<file path="src/rtl/branch_flag_gen.sv">
// Multi-cycle branch comparator: compares a and b STEP bits per cycle, MSB chunk first,
// and produces zero/slt/sltu. Define BRANCH_FLAG_EARLY_EXIT_EN to stop at the first differing chunk.
module branch_flag_gen #(
    parameter int XLEN = 32,
    parameter int STEP = 4
) (
    input  logic            clk,
    input  logic            rst,
    input  logic            start,
    input  logic [XLEN-1:0] a,
    input  logic [XLEN-1:0] b,
    output logic            busy,
    output logic            valid,
    output logic            zero,
    output logic            slt,
    output logic            sltu
);

    localparam int N  = XLEN / STEP;
    localparam int CW = (N > 1) ? $clog2(N) : 1;
    localparam logic [CW-1:0] CNT_INIT = CW'(N - 1);

    typedef enum logic [1:0] {
        IDLE = 2'd0,
        RUN  = 2'd1,
        DONE = 2'd2
    } state_t;

    state_t          state_q, state_d;
    logic [XLEN-1:0] a_q, a_d;
    logic [XLEN-1:0] b_q, b_d;
    logic [CW-1:0]   cnt_q, cnt_d;
    logic            diff_q, diff_d;
    logic            lt_q, lt_d;
    logic            zero_q, zero_d;
    logic            slt_q, slt_d;
    logic            sltu_q, sltu_d;

    logic [STEP-1:0] a_chunk;
    logic [STEP-1:0] b_chunk;
    logic            diff_now;
    logic            lt_now;
    logic            last_chunk;
    logic            sign_differs;

    always_comb begin
        state_d = state_q;
        a_d     = a_q;
        b_d     = b_q;
        cnt_d   = cnt_q;
        diff_d  = diff_q;
        lt_d    = lt_q;
        zero_d  = zero_q;
        slt_d   = slt_q;
        sltu_d  = sltu_q;

        a_chunk      = a_q[cnt_q*STEP +: STEP];
        b_chunk      = b_q[cnt_q*STEP +: STEP];
        // Once a difference is seen the unsigned verdict is frozen; lower chunks cannot overturn it.
        diff_now     = diff_q | (a_chunk != b_chunk);
        lt_now       = diff_q ? lt_q : (a_chunk < b_chunk);
        sign_differs = a_q[XLEN-1] ^ b_q[XLEN-1];
        last_chunk   = (cnt_q == '0);
`ifdef BRANCH_FLAG_EARLY_EXIT_EN
        last_chunk   = last_chunk | diff_now;
`endif

        case (state_q)
            IDLE, DONE: begin
                if (start) begin
                    a_d     = a;
                    b_d     = b;
                    cnt_d   = CNT_INIT;
                    diff_d  = 1'b0;
                    lt_d    = 1'b0;
                    state_d = RUN;
                end else begin
                    state_d = IDLE;
                end
            end
            RUN: begin
                diff_d = diff_now;
                lt_d   = lt_now;
                if (last_chunk) begin
                    zero_d  = ~diff_now;
                    sltu_d  = diff_now & lt_now;
                    slt_d   = sign_differs ? a_q[XLEN-1] : (diff_now & lt_now);
                    state_d = DONE;
                end else begin
                    cnt_d = cnt_q - CW'(1);
                end
            end
            default: state_d = IDLE;
        endcase
    end

    always_ff @(posedge clk) begin
        if (rst) begin
            state_q <= IDLE;
            a_q     <= '0;
            b_q     <= '0;
            cnt_q   <= '0;
            diff_q  <= 1'b0;
            lt_q    <= 1'b0;
            zero_q  <= 1'b0;
            slt_q   <= 1'b0;
            sltu_q  <= 1'b0;
        end else begin
            state_q <= state_d;
            a_q     <= a_d;
            b_q     <= b_d;
            cnt_q   <= cnt_d;
            diff_q  <= diff_d;
            lt_q    <= lt_d;
            zero_q  <= zero_d;
            slt_q   <= slt_d;
            sltu_q  <= sltu_d;
        end
    end

    assign busy  = (state_q == RUN);
    assign valid = (state_q == DONE);
    assign zero  = zero_q;
    assign slt   = slt_q;
    assign sltu  = sltu_q;

endmodule

</file>
<file path="config.mk">
export PLATFORM = sky130hd
export DESIGN_NAME = branch_flag_gen
export DESIGN_NICKNAME = d
export VERILOG_FILES = /design/src/rtl/branch_flag_gen.sv
export SDC_FILE = /design/constraint.sdc
export NUM_CORES = 1
export LEC_CHECK = 0
export ABC_CLOCK_PERIOD_IN_PS = 4800
export CAP_MARGIN = 5
export CELL_PAD_IN_SITES_DETAIL_PLACEMENT = 1
export CELL_PAD_IN_SITES_GLOBAL_PLACEMENT = 2
export CORE_MARGIN = 2
export CORE_UTILIZATION = 32
export DETAILED_ROUTE_END_ITERATION = 10
export PLACE_DENSITY = 0.92
export RECOVER_POWER = 100
export SLEW_MARGIN = 10
export SYNTH_ARGS = -nofsm -noshare
export SYNTH_HDL_FRONTEND = slang
export SYNTH_SLANG_ARGS = --single-unit
</file>
<file path="constraint.sdc">
create_clock -name clk -period 4.8 [get_ports clk]
set_input_delay 0.48 -clock clk [delete_from_list [all_inputs] [get_ports clk]]
set_output_delay 0.48 -clock clk [all_outputs]
set_load 0.02 [all_outputs]
</file>
==> results of run 1 <==
==> cell usage in the layout, fill, tap and decap left out <==
| cell type | count |
|---|---|
| nand3_1 | 4 |
| a21oi_1 | 72 |
| bufinv_16 | 5 |
| nand2_1 | 133 |
| dlygate4sd3_1 | 6 |
| nor3_1 | 1 |
| clkbuf_8 | 9 |
| mux4_2 | 16 |
| or3_1 | 1 |
| a2111oi_0 | 1 |
| a211oi_1 | 2 |
| clkinv_4 | 1 |
| nand2b_4 | 1 |
| mux2i_1 | 4 |
| nand3b_1 | 1 |
| dfxtp_1 | 74 |
| buf_4 | 2 |
| clkdlybuf4s50_1 | 64 |
| o221a_1 | 1 |
| nor2_1 | 6 |
| nand2b_1 | 2 |
| xor2_1 | 1 |
| nand2b_2 | 1 |
| and2b_1 | 3 |
| clkinv_2 | 1 |
| inv_6 | 1 |
| or4_1 | 1 |
| o21ai_0 | 3 |
| buf_2 | 1 |
| mux2_2 | 4 |
| ha_1 | 6 |
| inv_1 | 5 |
==> worst min path at each step <==
| stage | startpoint | slack (ns) | to |
|---|---|---|---|
| after floorplan | a_q[10] | 0.43 | a_q[10] |
| after global placement | b_q[12] | 0.44 | b_q[12] |
| after detailed placement | a_q[16] | 0.45 | a_q[16] |
| after CTS | a_q[12] | 0.46 | a_q[12] |
| after global routing | b_q[19] | 0.49 | b_q[19] |
| final | a_q[16] | 0.46 | a_q[16] |
==> sequential cells by signal, summed over array words and instances, names as in the netlist <==
register,flops
zero,1
cnt_q,3
state_q,2
slt,1
b_q,32
sltu,1
a_q,32
diff_q,1
lt_q,1
==> per-layer routing <==
metal  track usage [%]  share of wire [%]  routed length (um)
met2              29.8                 53                4290
met3              3.63                3.0                 241
met4              5.21                1.5                 124
met1              18.3                 43                3490
met5                 0                  0                   0
==> kinds of logic after synthesis <==
group                    share of synthesized area (%)
AO/OA/AOI/OAI                                     12.8
XOR/XNOR                                         0.273
adder cells (fa/ha/maj)                           2.34
buffers and inverters                             5.06
flip-flops                                        46.1
multiplexers                                      13.9
AND/OR/NAND/NOR                                   19.6
==> critical path: cells and delay by family, from the launching register on <==
family          cells  cell delay [ns]
mux                 2             0.90
compound gates      4             0.91
flops               1             1.11
fa+ha+maj           1             0.32
==> metrics by stage <==
step	utilization (%)	cells	setup slack [ns]	total power, mW	area [um^2]
finish	43.5	566	1.50	1.65	4250
global route	43.5	566	1.23	1.72	4250
CTS	43.6	566	1.44	1.66	4260
detailed placement	40.6	550	1.48	0.978	3970
global placement	40.6	550	1.61	0.965	3970
floorplan	-	372	2.42	0.875	3210
==> power by group through the flow <==
stage               Combinational (mW)  Clock, mW  Sequential, mW
floorplan                        0.187          0           0.688
global placement                 0.252          0           0.714
detailed placement               0.262          0           0.717
CTS                              0.265      0.696           0.703
global route                     0.292      0.723           0.709
finish                           0.259      0.687           0.702
==> area by class of cell <==
class	instances	area, um^2
Sequential cell	74	1480
Fill cell	1155	5530
Multi-Input combinational cell	264	1570
Clock buffer	9	124
Inverter	6	27.5
Timing Repair Buffer	73	721
Tap cell	133	166
Clock inverter	7	164
==> results.tsv, run 1 <==
stage	metric	value	unit
routing	DRT Pass-1 Iters	4	
timing	Final Hold Viols	0	
cells_and_area	Nets	501	
worst_setup_path	CP max stage delay	1.11	ns
worst_setup_path	Worst R2R Setup Slack	1.50	ns
floorplan	Die Width	104	um
routing	DRT antenna net count	0	
clocking	# clock sinks	74	
clocking	root buf cell	clkbuf_8	
synthesis	number of synthesized flops with an enable pin	0	
worst_setup_path	crit path cell chain	mux4_2 -> mux2_2 -> ha_1 -> a211oi_1 -> a21oi_1 -> a2111oi_0 -> o221a_1	
worst_setup_path	maximum fanout along the worst path	19	
worst_setup_path	crit path launch	cnt_q[0]	
clocking	Post-CTS Hold Buffers	0	
routing	wire per inst	14.4	um
pwr	Pint	1.25	mW
routing	initial drt markers	92	
worst_setup_path	reg-to-reg critical path startpoint	cnt_q[0]	
routing	vias per cell	4.84	
synthesis	Seq cells post-synth	74	
pwr	VDD IR max	0.000173	V
floorplan	DIE HEIGHT	104	um
timing	RSZ-0062 raised after global routing	no	
worst_setup_path	Crit Path Class	flip-flop to flip-flop	
cells_and_area	Syn-to-layout area delta	32.2	%
worst_setup_path	Worst path slowest cell	dfxtp_1	
global_route	grt total ovfl	0	
synthesis	Most used DFF post-synth	dfxtp_1	
global_route	Total Routing Usage GR	16.1	%
global_route	vias in the first global route	2884	
routing	DR vias	2737	
worst_setup_path	worst endpoint required time	5.10	ns
worst_setup_path	Worst setup EP type	flip-flop	
placement	post-DP HPWL	5600	um
worst_setup_path	Worst R2R Path Depth	7	
timing	hold_ws	0.458	ns
worst_setup_path	crit path to	slt	
global_route	antenna violations before repair	0	
pwr	PD cells	388	nW/um^2
floorplan	core area	9770	um^2
min_path	type of the worst min-delay path	flip-flop to flip-flop	
synthesis	net count after synthesis	445	
floorplan	die area	10900	um^2
synthesis	Mapped Area	3210	um^2
synthesis	Synth area leaders	dfxtp_1 (46%), nand2_1 (15%), a21oi_1 (11%), mux4_2 (11%), ha_1 (2.3%)	
routing	Total Wirelength	8150	um
pwr	clock share of power	41.7	%
floorplan	Placement Rows	36	
global_route	largest net degree at the start of global routing	75	
timing	Tightest Pin Transition	1.90	ns
cells_and_area	layout cells sized above 1	9.70	%
synthesis	most common library cells after synthesis	nand2_1 (132), dfxtp_1 (74), a21oi_1 (72)	
timing	relative slew slack	-26.3	%
pwr	Gate power share	15.7	%
min_path	Hold Path Depth	2	
clocking	H-tree Lvls	3	
worst_setup_path	CP Launch Type	flip-flop	
synthesis	Synth Instances	372	
worst_setup_path	Worst EP arrival	3.60	ns
run	MaxCap Viol Count	1	
clocking	Worst-path clk slew	0.08	ns
pwr	Seq pwr share	42.6	%
timing	Slew Viols, Final	67	
floorplan	I/O pin total	72	
floorplan	Starting Density	32.9	%
clocking	clk buf depth	2	
status	failing checks	max-capacitance violations, max-slew violations	
synthesis	cell taking the most area after synthesis	dfxtp_1	
placement	RD Place Congestion	0.807	
pwr	Sw Pwr	0.401	mW
synthesis	register area share after synthesis	46.1	%
clocking	cts repair resizes	0	
clocking	Post-CTS Setup Bufs	0	
placement	Port-buffer cells	71	
timing	setup TNS	0	ns
synthesis	top cell type's share of synthesized area	46.1	%
synthesis	Post-Syn Area per Cell	8.64	um^2
cells_and_area	n_diodes	0	
global_route	wire length of the first global-routing pass	13900	um
pwr	Sw Ratio	24.4	%
timing	skew final	0.00669	ns
clocking	CTS tree	yes	
status	status	finished with violations	
timing	Period minus WS final	3.30	ns
synthesis	Async S/R FF share, synth	0	%
timing	fmax	303	MHz
synthesis	most common cell in the netlist	nand2_1	
timing	final-report setup violation count	0	
clocking	worst skew pair latency	0.35	ns
clocking	number of CTS-inserted buffers	9	
timing	Final Cycle Share	68.8	%
routing	DR DRC count	0	
pwr	Leak	1.58	nW
synthesis	Yosys cell types	27	
synthesis	synth warn	0	
worst_setup_path	Crit Reg-Reg Endpoint	slt	
Note: power is estimated with default switching activity, not from simulation.
==> inputs of run 2 (changes only) <==
--- a/config.mk
+++ b/config.mk
@@ -5,14 +5,14 @@
 export SDC_FILE = /design/constraint.sdc
 export NUM_CORES = 1
 export LEC_CHECK = 0
-export ABC_CLOCK_PERIOD_IN_PS = 4800
+export ABC_CLOCK_PERIOD_IN_PS = 3300
 export CAP_MARGIN = 5
 export CELL_PAD_IN_SITES_DETAIL_PLACEMENT = 1
 export CELL_PAD_IN_SITES_GLOBAL_PLACEMENT = 2
 export CORE_MARGIN = 2
-export CORE_UTILIZATION = 32
+export CORE_UTILIZATION = 29
 export DETAILED_ROUTE_END_ITERATION = 10
-export PLACE_DENSITY = 0.92
+export PLACE_DENSITY = 0.85
 export RECOVER_POWER = 100
 export SLEW_MARGIN = 10
 export SYNTH_ARGS = -nofsm -noshare
==> constraint.sdc (replaced) <==
create_clock -name clk -period 3.3 [get_ports clk]
set_input_delay 0.33 -clock clk [delete_from_list [all_inputs] [get_ports clk]]
set_output_delay 0.33 -clock clk [all_outputs]
set_load 0.02 [all_outputs]
==> run 2 against run 1 <==
The flow now finishes without violations. Critical path depth increased by 1. Hold slack got worse by 0.0039 ns. Via count grew 0.66%. Fmax is 14% higher. Highest routed layer unchanged. Count of clock-buffer cells in the layout rose by 4. Global-route usage fell by 0.24 points. Worst setup slack got worse by 1.1 ns. Combinational power rose by 56%. Clock skew up 0.0012 ns. Final cell count is 1.9% higher. Non-clock buffer count increased by 4.
==> results.tsv, run 2 (synthesis gave the netlist of run 1 again) <==
stage	metric	value	unit	change
pwr	PD cells	514	nW/um^2	+32%
floorplan	I/O pin total	72		unchanged
routing	DR vias	2755		+0.66%
pwr	Power Total	2.17	mW	+32%
worst_setup_path	Worst EP arrival	3.18	ns	-0.42 ns
routing	Total Wirelength	8650	um	+6.1%
clocking	H-tree Lvls	3		unchanged
pwr	Gate power share	18.6	%	+2.9 points
cells_and_area	commonest non-fill, non-tap cell in the layout	nand2_1		
clocking	Post-CTS Hold Buffers	0		unchanged
routing	wire per inst	15.0	um	+4.1%
floorplan	Die Width	109	um	+4.9%
routing	vias per cell	4.77		-1.3%
worst_setup_path	CP Launch Type	flip-flop		
pwr	VDD IR max	0.000237	V	+37%
pwr	Seq pwr share	46.4	%	+3.8 points
min_path	Hold Startpoint	a_q[3]		
clocking	number of CTS-inserted buffers	9		unchanged
worst_setup_path	Worst path slowest cell	dfxtp_1		
floorplan	Starting Density	29.7	%	-3.2 points
timing	final-report setup violation count	0		unchanged
clocking	# clock sinks	74		unchanged
cells_and_area	most frequent cells in the layout	nand2_1 (132), dfxtp_1 (74), a21oi_1 (72)		
clocking	Worst-path clk slew	0.07	ns	about the same
timing	Tightest Pin Transition	1.24	ns	-0.652 ns
clocking	root buf cell	clkbuf_8		
pwr	Pint	1.59	mW	+28%
clocking	cts repair resizes	0		unchanged
cells_and_area	area of the multi-input gates	1570	um^2	+0.56%
global_route	antenna violations before repair	0		unchanged
pwr	clock share of power	35.0	%	-6.7 points
floorplan	DIE HEIGHT	109	um	+4.9%
global_route	wire length of the first global-routing pass	14400	um	+3.2%
routing	DR DRC count	0		unchanged
worst_setup_path	crit path cell chain	clkbuf_1 -> mux4_2 -> mux2i_1 -> ha_1 -> nand3b_1 -> nor2_1 -> a2111oi_0 -> o221a_1		
timing	relative slew slack	17.1	%	+43 points
placement	Port-buffer cells	71		unchanged
cells_and_area	biggest registers after layout	a_q x32, b_q x32, cnt_q x3		
routing	met2 WL	4310	um	+0.49%
cells_and_area	fin util	39.0	%	-4.5 points
clocking	Post-CTS Setup Bufs	0		unchanged
cells_and_area	Storage cell area	1480	um^2	unchanged
routing	DRT Pass-1 Iters	4		unchanged
timing	skew final	0.00794	ns	+0.00125 ns
routing	met1 WL	3860	um	+10%
run	MaxCap Viol Count	0		-1
placement	RD Place Congestion	0.767		-4.9%
routing	DRT antenna net count	0		unchanged
timing	Final Hold Viols	0		unchanged
timing	Slew Viols, Final	0		-100%
worst_setup_path	maximum fanout along the worst path	12		-7
cells_and_area	Nets	505		+0.80%
timing	Final Cycle Share	87.6	%	+19 points
floorplan	Placement Rows	38		+5.6%
worst_setup_path	Crit Path Class	flip-flop to flip-flop		
routing	met3 WL	290	um	+20%
clocking	clk buf depth	2		unchanged
worst_setup_path	CP max stage delay	0.68	ns	-0.43 ns
timing	Period minus WS final	2.89	ns	-0.410 ns
worst_setup_path	crit path launch	cnt_q[1]		
routing	DR top layer	met4		
routing	initial drt markers	106		+15%
global_route	grt total ovfl	0		unchanged
cells_and_area	n_diodes	0		unchanged
pwr	Sw Ratio	26.6	%	+2.3 points
global_route	largest net degree at the start of global routing	75		unchanged
worst_setup_path	reg-to-reg critical path startpoint	cnt_q[1]		
status	status	finished clean		
cells_and_area	layout cells sized above 1	10.8	%	+1.1 points
placement	post-DP HPWL	6270	um	+12%
cells_and_area	# fillers	1296		+12%
timing	setup TNS	0	ns	unchanged
clocking	CTS tree	yes		
cells_and_area	Syn-to-layout area delta	31.5	%	
timing	fmax	346	MHz	+14%
min_path	type of the worst min-delay path	flip-flop to flip-flop		
global_route	vias in the first global route	2908		+0.83%
pwr	Sw Pwr	0.578	mW	+44%
timing	RSZ-0062 raised after global routing	no		
global_route	Total Routing Usage GR	15.9	%	-0.24 points
worst_setup_path	worst endpoint required time	3.59	ns	-1.51 ns
floorplan	die area	11900	um^2	+9.9%
floorplan	core area	10800	um^2	+11%
pwr	Leak	1.57	nW	-0.72%
worst_setup_path	Worst setup EP type	flip-flop		
clocking	worst skew pair latency	0.35	ns	about the same
-- run 2: worst paths after layout --
check	slack [ns]	end	cells after the start
hold / removal	0.45	a_q[3]	2
hold reg to reg	0.45	a_q[3]	2
setup / recovery	0.41	slt	8
setup reg to reg	0.41	slt	8
-- run 2: power groups by stage --
stage / logic [mW] / registers (mW) / clock network (mW)
floorplan: 0.272 / 1.00 / 0
global placement: 0.391 / 1.03 / 0
detailed placement: 0.411 / 1.03 / 0
CTS: 0.413 / 1.01 / 0.777
global route: 0.454 / 1.02 / 0.824
finish: 0.404 / 1.01 / 0.760
-- run 2: routing by layer --
layer	GRT usage, %	vias to the layer above
li1	-	1369
met1	19.7	1324
met2	27.2	49
met3	2.21	13
met4	7.41	0
met5	0	-
-- run 2: cell type report --
type,instances,share of cell area [%]
clock buffers,13,4.23
flip-flops and latches,74,35.1
clock inverters,3,1.07
inverters,6,0.651
multi-input cells,264,37.2
well taps,140,4.14
repair buffers,77,17.6
-- run 2: through the flow --
step | std cells | hold slack, ns | worst slack, ns | area (um^2)
finish | 577 | 0.455 | 0.410 | 4230
global placement | 561 | 0.440 | 0.729 | 4010
floorplan | 372 | 0.433 | 0.919 | 3210
CTS | 577 | 0.459 | 0.540 | 4230
detailed placement | 561 | 0.449 | 0.555 | 4010
global route | 577 | 0.481 | 0.226 | 4230
-- run 2: critical path: cells and delay by family (launching register included) --
family,cells,cell delay (ns)
AO/OA/AOI/OAI,2,0.71
adder cells (fa/ha/maj),1,0.28
buffers and inverters,1,0.36
flip-flops,1,0.68
multiplexers,2,0.56
AND/OR/NAND/NOR,2,0.23
